--- src/rtl/slave_bus_arbiter.sv ---
// Purpose: round-robin master for one slave card shared by two requesters;
//          runs the select/acknowledge handshake, captures read data and
//          aborts hung transactions after TIMEOUT_CYC cycles.
// Latency: grant -> CARD_SEL in SETUP_CYC cycles; SACK_N low -> DONE in 3 cycles.
// Backpressure: requesters hold REQx until DONEx/ERRx; IDLE grants only
//               while the synchronized acknowledge is released.
// Ports:
//   CLK, RESET_N             clock, async active-low reset
//   REQx/WRx_N/ADDRx         requester x command (sampled at grant)
//   GNTx/DONEx/ERRx          requester x ownership and completion pulses
//   RDATA                    read data captured at acknowledge
//   CARD_SEL/AI/WR_IN_N      slave-facing select, address, direction
//   SACK_N/SDO               slave acknowledge (async) and read data
//   BUSY                     arbiter not idle
module slave_bus_arbiter #(
  parameter int TIMEOUT_CYC = 64,
  parameter int SETUP_CYC   = 1
) (
  input  logic        CLK,
  input  logic        RESET_N,
  input  logic        REQ0,
  input  logic        WR0_N,
  input  logic [9:0]  ADDR0,
  input  logic        REQ1,
  input  logic        WR1_N,
  input  logic [9:0]  ADDR1,
  output logic        GNT0,
  output logic        GNT1,
  output logic        DONE0,
  output logic        DONE1,
  output logic        ERR0,
  output logic        ERR1,
  output logic [31:0] RDATA,
  output logic        CARD_SEL,
  output logic [9:0]  AI,
  output logic        WR_IN_N,
  input  logic        SACK_N,
  input  logic [31:0] SDO,
  output logic        BUSY
);

  localparam logic [1:0] IDLE    = 2'd0;
  localparam logic [1:0] SETUP   = 2'd1;
  localparam logic [1:0] SELECT  = 2'd2;
  localparam logic [1:0] RELEASE = 2'd3;

  // One shared counter serves both the setup hold and the timeout watch.
  localparam logic [7:0] SETUP_LAST   = 8'(SETUP_CYC - 1);
  localparam logic [7:0] TIMEOUT_LAST = 8'(TIMEOUT_CYC - 1);

  logic [1:0] state;
  logic [7:0] cnt;
  logic       owner;    // port holding the bus: 0 or 1
  logic       rr_ptr;   // port that wins the next tie
  logic       sack_meta;
  logic       sack_sync;
  logic       ack;
  logic       win1;

  // SACK_N comes from the card's clock domain; reset to the released level.
  always_ff @(posedge CLK or negedge RESET_N) begin
    if (!RESET_N) begin
      sack_meta <= 1'b1;
      sack_sync <= 1'b1;
    end else begin
      sack_meta <= SACK_N;
      sack_sync <= sack_meta;
    end
  end

  assign ack  = ~sack_sync;
  assign win1 = REQ1 & (~REQ0 | rr_ptr);

  always_ff @(posedge CLK or negedge RESET_N) begin
    if (!RESET_N) begin
      state    <= IDLE;
      cnt      <= 8'd0;
      owner    <= 1'b0;
      rr_ptr   <= 1'b0;
      GNT0     <= 1'b0;
      GNT1     <= 1'b0;
      DONE0    <= 1'b0;
      DONE1    <= 1'b0;
      ERR0     <= 1'b0;
      ERR1     <= 1'b0;
      RDATA    <= 32'd0;
      CARD_SEL <= 1'b0;
      AI       <= 10'd0;
      WR_IN_N  <= 1'b1;
      BUSY     <= 1'b0;
    end else begin
      DONE0 <= 1'b0;
      DONE1 <= 1'b0;
      ERR0  <= 1'b0;
      ERR1  <= 1'b0;
      case (state)
        IDLE: begin
          // Holding off while ack is still asserted keeps CARD_SEL from
          // rising into a slave that has not released the previous cycle.
          if ((REQ0 | REQ1) && !ack) begin
            owner   <= win1;
            rr_ptr  <= ~win1;
            GNT0    <= ~win1;
            GNT1    <= win1;
            AI      <= win1 ? ADDR1 : ADDR0;
            WR_IN_N <= win1 ? WR1_N : WR0_N;
            cnt     <= 8'd0;
            BUSY    <= 1'b1;
            state   <= SETUP;
          end
        end
        SETUP: begin
          if (cnt == SETUP_LAST) begin
            CARD_SEL <= 1'b1;
            cnt      <= 8'd0;
            state    <= SELECT;
          end else begin
            cnt <= cnt + 8'd1;
          end
        end
        SELECT: begin
          if (ack) begin
            RDATA    <= SDO;
            CARD_SEL <= 1'b0;
            DONE0    <= ~owner;
            DONE1    <= owner;
            cnt      <= 8'd0;
            state    <= RELEASE;
          end else if (cnt == TIMEOUT_LAST) begin
            CARD_SEL <= 1'b0;
            ERR0     <= ~owner;
            ERR1     <= owner;
            cnt      <= 8'd0;
            state    <= RELEASE;
          end else begin
            cnt <= cnt + 8'd1;
          end
        end
        RELEASE: begin
          // A slave stuck in acknowledge is abandoned and reported, even if
          // the same transaction already signalled DONE.
          if (!ack || cnt == TIMEOUT_LAST) begin
            ERR0    <= ack & ~owner;
            ERR1    <= ack & owner;
            GNT0    <= 1'b0;
            GNT1    <= 1'b0;
            AI      <= 10'd0;
            WR_IN_N <= 1'b1;
            BUSY    <= 1'b0;
            cnt     <= 8'd0;
            state   <= IDLE;
          end else begin
            cnt <= cnt + 8'd1;
          end
        end
        default: state <= IDLE;
      endcase
    end
  end

endmodule

--- config.mk ---
export PLATFORM = sky130hd
export DESIGN_NAME = slave_bus_arbiter
export DESIGN_NICKNAME = d
export VERILOG_FILES = /design/src/rtl/slave_bus_arbiter.sv
export SDC_FILE = /design/constraint.sdc
export NUM_CORES = 1
export LEC_CHECK = 0
export CORE_MARGIN = 2
export CORE_UTILIZATION = 44
export DETAILED_ROUTE_END_ITERATION = 16
export GPL_TIMING_DRIVEN = 0
export MAX_ROUTING_LAYER = met4
export PLACE_DENSITY = 0.78
export SLEW_MARGIN = 20
export SYNTH_ARGS = -nofsm -noshare
export SYNTH_HDL_FRONTEND = slang
export SYNTH_SLANG_ARGS = --single-unit
export TNS_END_PERCENT = 5
--- constraint.sdc ---
create_clock -name CLK -period 2.18 [get_ports CLK]
set_input_delay 0.436 -clock CLK [delete_from_list [all_inputs] [get_ports CLK]]
set_output_delay 0.436 -clock CLK [all_outputs]
set_load 0.005 [all_outputs]
---- Yosys cells after proc, flatten, opt, wreduce, memory -nomap -nowiden ----
Index checks and enable logic that the tools add are counted.
cells by class
  add/subtract/negate cells ............... 1
  eq/ne operators ......................... 8
  muxes and demuxes ....................... 43
  bitwise operators ....................... 9
  reduce and logical (&&, ||, !) cells .... 11
operators with widths
  kind                   number
  $mux W8                5
  $pmux W8 S4            1
  $mux W10               3
  $mux W1                20
  $pmux W10 S2           1
  $pmux W1 S2            7
  $mux W2                5
  $add A8 B1 Y8 const B  1
  $eq A8 B6 Y1 const B   1
  $logic_not A8 Y1       1
  $pmux W2 S4            1
  $ne A2 B2 Y1 const B   3
  $reduce_and A3 Y1      2
  $eq A2 B2 Y1 const B   2
  $not A1 Y1             4
  $reduce_and A2 Y1      2
  $reduce_and A4 Y1      1
  $reduce_bool A2 Y1     2
  $and A1 B1 Y1          3
  $ne A3 B3 Y1 const B   1
  $eq A2 B1 Y1 const B   1
  $logic_not A2 Y1       1
  $or A1 B1 Y1           2
  $logic_and A1 B1 Y1    1
  $logic_or A1 B1 Y1     1
word-level totals
  flip-flop bits (word level) ............. 65

---- Logic depth before layout (Yosys ltp) ----
Gate-level depths: netlist of the first run.
  depth after elaboration ................. 6
  depth in mapped cells ................... 7
  mapped depth without buffers ............ 6

---- Least setup slack after synthesis of the first run ----
No wires, ideal clock.
  path type ............................... register to register
  start ................................... register sack_sync
  end ..................................... register AI[2]
  library setup time ...................... 0.126 ns
  data arrival time ....................... 1.793 ns
  data required time ...................... 2.054 ns
  setup slack ............................. 0.261 ns
  stages on the path, launching flop included .. 8
  period minus slack after synthesis ...... 1.919 ns
  path through ............................ dfstp_2 > buf_4 > o21ai_1 > and2_1 > buf_2 > a211o_1 > buf_6 > a221o_1
on the way
  word-level cells in the longest chain between the ends .. 3
ends and longest elaborated chain
  item                                                              line      text
  from (decl)                                                       56        logic sack_sync;
  from (signal assigned)                                            67        sack_sync <= sack_meta;
  $logic_or A1 B1 Y1 / $logic_and A1 B1 Y1 (equally long branches)  142, 100
  $ne A2 B2 Y1 (no line)                                            --
  $reduce_and A3 Y1 (no line) *                                     --
  to (signal assigned)                                              105       AI <= win1 ? ADDR1 : ADDR0;
  to (decl)                                                         35        output logic [9:0] AI,
Mark *: on every way between the ends. The rest lies on a longest branch, timed or not.
A chain may end at the register's enable or synchronous reset.

---- Worst setup path after layout of the first run ----
  start ................................... input port REQ0
  end ..................................... register AI[5]
on the way
  word-level cells in the longest chain between the ends .. 6
ends and longest elaborated chain
  item           line  text
  from (decl)    21    input logic REQ0,
  $not A1 Y1     72    assign win1 = REQ1 & (~REQ0 | rr_ptr);
  $or A1 B1 Y1   72
  $and A1 B1 Y1  72
  $mux W10       105
  $mux W10       100   if ((REQ0 | REQ1) && !ack) begin
  $pmux W10 S2   96    case (state)
Several ways; a longest one is shown, not always the timed one. The select of a mux whose other input is x is not followed.

==> impl_metrics.yaml, run 1 <==
run_status:
  status: "finished, final reports clean"
worst_setup_path:
  end_kind: "flip-flop"
  worstPathRequired_ns: 2.39
  cp-start-kind: "input port"
  cp.arrival_ns: 2.29
  critPathSlowestCell: "clkdlybuf4s50_1"
  max_stage_delay_ns: 0.54
  r2r_slack_ns: 0.11
  worstReg2RegEnd: "AI[5]"
  crit_chain: "clkdlybuf4s50_1 > o21ai_1 > and2_1 > buf_2 > a211o_4 > buf_6 > a221o_1"
  cp_max_fo: 10
  r2r_cells: 7
  path_class: "input port to flip-flop"
  cp-startpoint: "REQ0"
  r2r-start: "sack_sync"
  endpoint: "AI[5]"
detailed_routing:
  avgViaCountPerCell: 5.161
  drt-initial-drc-count: 85
  ant_nets: 0
  wl_per_cell_um: 15.52
  drc: 0
  vias: 2281
  wl_um: 6862
  drtPass1Iterations: 4
yosys:
  synth_edf_count: 0
  yosys-mux-area-fraction_pct: 14.63
  yosysWarnings: 0
  yosys.area_share.simple_pct: 9.756
  netlist_area_um2: 2924
  yosysSeqAreaShare_pct: 55.76
  synthCells: 236
  synth_flop_cell: "dfrtp_1"
  ys_ff_latch: 65
  yosys.area_share.adder_pct: 2.995
  synth_compound_area_share_pct: 12.11
  syn_area_per_cell_um2: 12.39
  syn_nets: 302
  synth_cell_types: 43
  async_flop_share_pct: 100.0
  synth_xor_area_share_pct: 0
  synth_top_family_by_area: "multiplexers"
global_route:
  met1_usage_pct: 25.14
  grt_pass1_wl_um: 11030
  grt_pass1_vias: 2203
  grt_antenna_before_repair: 0
  grt_use_met3_pct: 5.486
  grt_start_max_net_pins: 54
  track_usage_pct: 20.19
  grt_util_met2_pct: 31.39
  gr-total-overflow: 0
  busiest_layer: "met2"
place:
  io_buffers: 108
  dp.cells: 422
  placed_area_um2: 4126
  dp.final_hpwl_um: 5019
  place.gp.congestion: 0.7379
cts:
  cts_buffer_depth: 2
  cts_made_buffers: 9
  root_buffer: "clkbuf_8"
  cts_num_sinks: 65
  path_clk_slew_ns: 0.06
  cts_tree: "done"
  clk_latency_ns: 0.34
  ctsHtreeMaxLevel: 3
final_layout:
  diodes: 0
  area_growth_pct: 49.47
  num-nets-final: 426
  nFillCells: 481
  multi_input_area_um2: 1170
  finalNonFillerCells: 442
  fin_area_um2: 4370
  drive_gt1_share_pct: 22.74
  utilization_pct: 68.44
  seq_area_um2: 1632
die:
  std_cell_rows: 29
  die_h_um: 85.52
  die-area_um2: 7314
  die_w_um: 85.52
  io_pins: 110
  core_area_um2: 6386
  initial_core_util_pct: 45.79
sta:
  min_period_ns: 2.079
  skew_ns: 0.01496
  max_slew_margin_pct: 51.12
  worst_pin_slew_ns: 0.7292
  finalMaxSlewViolations: 0
  fin_crit_sh_pct: 95.38
  final.setup.tns_ns: 0
  max_freq_ghz: 0.4809
  grt_setup_unrepaired: "yes"
  hold_viol: 0
  setup-violations-final: 0
hold_path:
  holdCritPathClass: "flip-flop to flip-flop"
power_and_ir_drop:
  ir_worst_vdd_mv: 0.6784
  power_density_nw_per_um2: 1198
  leakagePower_uw: 0.001910
run:
  maxCapViolCount: 0
## registers in the layout, indices dropped and copies added, names as in the netlist
register and count:
RDATA 32, AI 10, cnt 8, state 2
BUSY 1, CARD_SEL 1, DONE0 1, DONE1 1
ERR0 1, ERR1 1, GNT0 1, GNT1 1
WR_IN_N 1, owner 1, rr_ptr 1, sack_meta 1
sack_sync 1
## critical path, delay by kind of cell
kind,cells,cell delay [ns]
buffers and inverters,3,0.87
AO/OA/AOI/OAI,3,0.82
AND/OR/NAND/NOR,1,0.16
## routing by layer
layer | up-vias | part of all wire (%)
met5 | - | 0
met4 | 0 | 1.1
met3 | 6 | 6.3
met2 | 86 | 47
met1 | 1093 | 45
li1 | 1096 | -
## stage by stage
stage / power [uW] / hold WS [ns] / setup WS, ns
after floorplan: 2994 / 0.1404 / 0.2609
after global placement: 4118 / 0.3464 / -1.479
after detailed placement: 4197 / 0.3032 / -0.2746
after CTS: 5216 / 0.3566 / 0.03427
after global routing: 5593 / 0.3604 / -0.006688
final: 5238 / 0.3567 / 0.1008
## cell usage after synthesis (2+ instances only)
| library cell | number | share of area, % |
|---|---|---|
| a221o_1 | 9 | 3.1 |
| nand2b_1 | 2 | 0.43 |
| inv_1 | 19 | 2.4 |
| buf_2 | 5 | 0.86 |
| a21oi_1 | 3 | 0.51 |
| nor3_1 | 2 | 0.34 |
| nor2_1 | 14 | 1.8 |
| a21o_1 | 3 | 0.77 |
| buf_4 | 2 | 0.51 |
| ha_1 | 7 | 3.0 |
| o2111ai_1 | 6 | 1.8 |
| nand2_1 | 15 | 1.9 |
| mux2_2 | 34 | 13 |
| dfstp_2 | 3 | 2.7 |
| mux2i_1 | 3 | 1.0 |
| o211ai_1 | 4 | 1.0 |
| o311ai_0 | 3 | 0.90 |
| and3_1 | 2 | 0.43 |
| a21bo_2 | 2 | 0.68 |
| clkbuf_1 | 2 | 0.26 |
| o21ai_0 | 3 | 0.51 |
| and2_1 | 3 | 0.64 |
| nand3_1 | 7 | 1.2 |
| a211o_1 | 3 | 0.90 |
| dfrtp_1 | 62 | 53 |
## final cells by class
type,count,area share [%]
Sequential cell,65,37.33
Multi-Input combinational cell,140,26.77
Timing Repair Buffer,113,26.05
Clock buffer,9,2.834
Tap cell,77,2.204
Inverter,19,1.632
Clock inverter,7,1.603
Buffer,12,1.575
## report_power, final
group	internal (uW)	switching [uW]	leakage, uW
clock network	527	474	0.0000994
registers	1680	257	0.000800
logic	1450	844	0.00101
total	3660	1580	0.00191
## worst min path at each step
stage,start,to,slack [ns],cells after the start
final,sack_meta,sack_sync,0.36,0
after global routing,sack_meta,sack_sync,0.36,0
after CTS,sack_meta,sack_sync,0.36,0
after detailed placement,RESET_N,RDATA[18],0.30,1
after global placement,sack_meta,sack_sync,0.35,0
after floorplan,RESET_N,AI[0],0.14,0
## layout by cell type, fill, tap and decap left out, drive strengths merged, types with 3 or more instances in the layout
master           n
dfrtp           62
nand3            7
o311ai           3
ha               7
mux2            35
clkinv           4
o2111ai          6
and2             3
nor2            15
nand2           15
mux2i            3
clkdlybuf4s50  107
a211o            3
inv             20
o21ai            4
a21o             3
a221o            9
nor3             3
clkbuf          12
and3             3
o211ai           4
a21oi            3
dfstp            3
buf             14
## repair_timing
item	in CTS	in global routing
gates resized for setup	1	6
hold endpoints to repair	12	0
setup endpoints to repair	8	13
pin swaps	0	1
buffers inserted	0	3
hold buffers	1	0
cloned	0	0
## logic make-up after synthesis
kind of cell,after synthesis
DFF,65
and+or+nand+nor,53
AOI/OAI and AO/OA,42
muxes,38
buffers and inverters,31
adders and majority gates,7
Note: power is estimated with default switching activity, not from simulation.
==> run 2: changes to the inputs <==
- CORE_UTILIZATION: 44 -> 35
- HOLD_SLACK_MARGIN: unset -> 0.03
- PLACE_DENSITY: 0.78 -> 0.64
==> impl_metrics.yaml, run 2 (synthesized netlist as in run 1, its figures left out) <==
detailed_routing:
  avgViaCountPerCell: 4.911
  vias: 2308
  drc: 0
  ant_nets: 0
  drt-initial-drc-count: 68
  drtPass1Iterations: 4
  wl_per_cell_um: 14.41
  wl_um: 6771
sta:
  setup-violations-final: 0
  hold_viol: 0
  final.setup.tns_ns: 0
  grt_setup_unrepaired: "yes"
  min_period_ns: 2.056
  fin_ws_ns: 0.1236
  hold_ws_ns: 0.3573
  max_slew_margin_pct: 52.91
  skew_ns: 0.007898
  max_freq_ghz: 0.4863
  fin_crit_sh_pct: 94.33
  finalMaxSlewViolations: 0
  worst_pin_slew_ns: 0.7025
place:
  io_buffers: 108
  place.gp.congestion: 0.8037
  dp_slack_ns: -0.2624
  dp.final_hpwl_um: 4863
cts:
  root_buffer: "clkbuf_8"
  path_clk_slew_ns: 0.07
  cts_tree: "done"
  cts_num_sinks: 65
  cts_made_buffers: 9
  cts_buffer_depth: 2
  clk_latency_ns: 0.35
  ctsHtreeMaxLevel: 3
hold_path:
  holdCritPathClass: "flip-flop to flip-flop"
final_layout:
  diodes: 0
  largest_reg_flops: 32
  largest_register: "RDATA"
  utilization_pct: 54.16
  area_growth_pct: 51.43
  nFillCells: 716
  top_regs: "RDATA (32), AI (10), cnt (8)"
  layout.cells.most_common_list: "clkdlybuf4s50_1 (107), dfrtp_1 (61), mux2_2 (34)"
  num-nets-final: 426
  final_common_cell: "clkdlybuf4s50_1"
  drive_gt1_share_pct: 22.47
run:
  maxCapViolCount: 0
worst_setup_path:
  max_stage_delay_ns: 0.45
  crit_chain: "ha_1 > and3_4 > a41oi_2 > o211ai_1 > o311ai_0"
  cp-start-kind: "flip-flop"
  worstPathRequired_ns: 2.39
  cp_max_fo: 7
  cp.arrival_ns: 2.27
  end_kind: "flip-flop"
  path_class: "flip-flop to flip-flop"
  critPathSlowestCell: "dfrtp_2"
die:
  die_w_um: 95.40
  std_cell_rows: 33
  die-area_um2: 9101
  die_h_um: 95.40
  initial_core_util_pct: 35.77
  io_pins: 110
  core_area_um2: 8175
global_route:
  grt_pass1_vias: 2260
  grt_antenna_before_repair: 0
  grt_start_max_net_pins: 41
  gr-total-overflow: 0
  grt_pass1_wl_um: 10380
  track_usage_pct: 15.26
power_and_ir_drop:
  ir_worst_vdd_mv: 0.3847
  power_density_nw_per_um2: 1212
  leakagePower_uw: 0.001920
run_status:
  status: "finished, final reports clean"
-- run 2: final timing paths --
check                      startpoint         to  slack [ns]  cells past startpoint
min in group asynchronous     RESET_N     cnt[1]        0.55                      2
setup / recovery               cnt[0]     cnt[5]        0.12                      5
hold / removal              sack_meta  sack_sync        0.36                      0
hold reg to reg             sack_meta  sack_sync        0.36                      0
setup reg to reg               cnt[0]     cnt[5]        0.12                      5
max in group asynchronous     RESET_N     cnt[0]        1.11                      3
-- run 2: stage by stage --
step	power [uW]	std cells	cell area [um2]
after detailed placement	4190	450	4154
after CTS	5391	468	4400
after floorplan	2994	236	2924
after global routing	5720	470	4428
final	5368	470	4428
after global placement	4145	449	4136
-- run 2: what timing repair did --
action / 4_1_cts / 5_1_grt
setup endpoints to repair: 2 / 9
resized for setup: 1 / 3
endpoints found under the hold margin: 22 / 0
hold buffers: 1 / 0
buffers inserted: 1 / 2
-- run 2: area by class of cell --
type                    instances  area [um2]  area share, %
multi-input cells             140        1166          26.34
repair buffers                113        1131          25.54
plain buffers                  12       68.82          1.554
well taps                     105       131.4          2.967
inverters                      19       71.32          1.611
clock inverters                 6       90.09          2.034
clock buffers                  10       137.6          3.108
flip-flops and latches         65        1632          36.85
-- run 2: critical path, delay by kind of cell (launching register included) --
family	cells	cell delay [ns]
AO/OA/AOI/OAI	3	1.00
flip-flops	1	0.45
adder cells (fa/ha/maj)	1	0.26
AND/OR/NAND/NOR	1	0.22
-- run 2: layer usage --
| metal | vias up | share of wire, % | track usage [%] |
|---|---|---|---|
| met5 | - | 0 | - |
| met4 | 0 | 1.3 | 6.905 |
| met2 | 81 | 46 | 24.47 |
| met3 | 11 | 7.3 | 3.874 |
| li1 | 1095 | - | - |
| met1 | 1121 | 45 | 18.17 |
-- run 2: power by group --
| group | leakage, uW | internal (uW) | switching [uW] |
|---|---|---|---|
| clock | 0.000113 | 678 | 483 |
| combinational | 0.00101 | 1450 | 830 |
| sequential | 0.000800 | 1680 | 248 |
| total | 0.00192 | 3810 | 1560 |
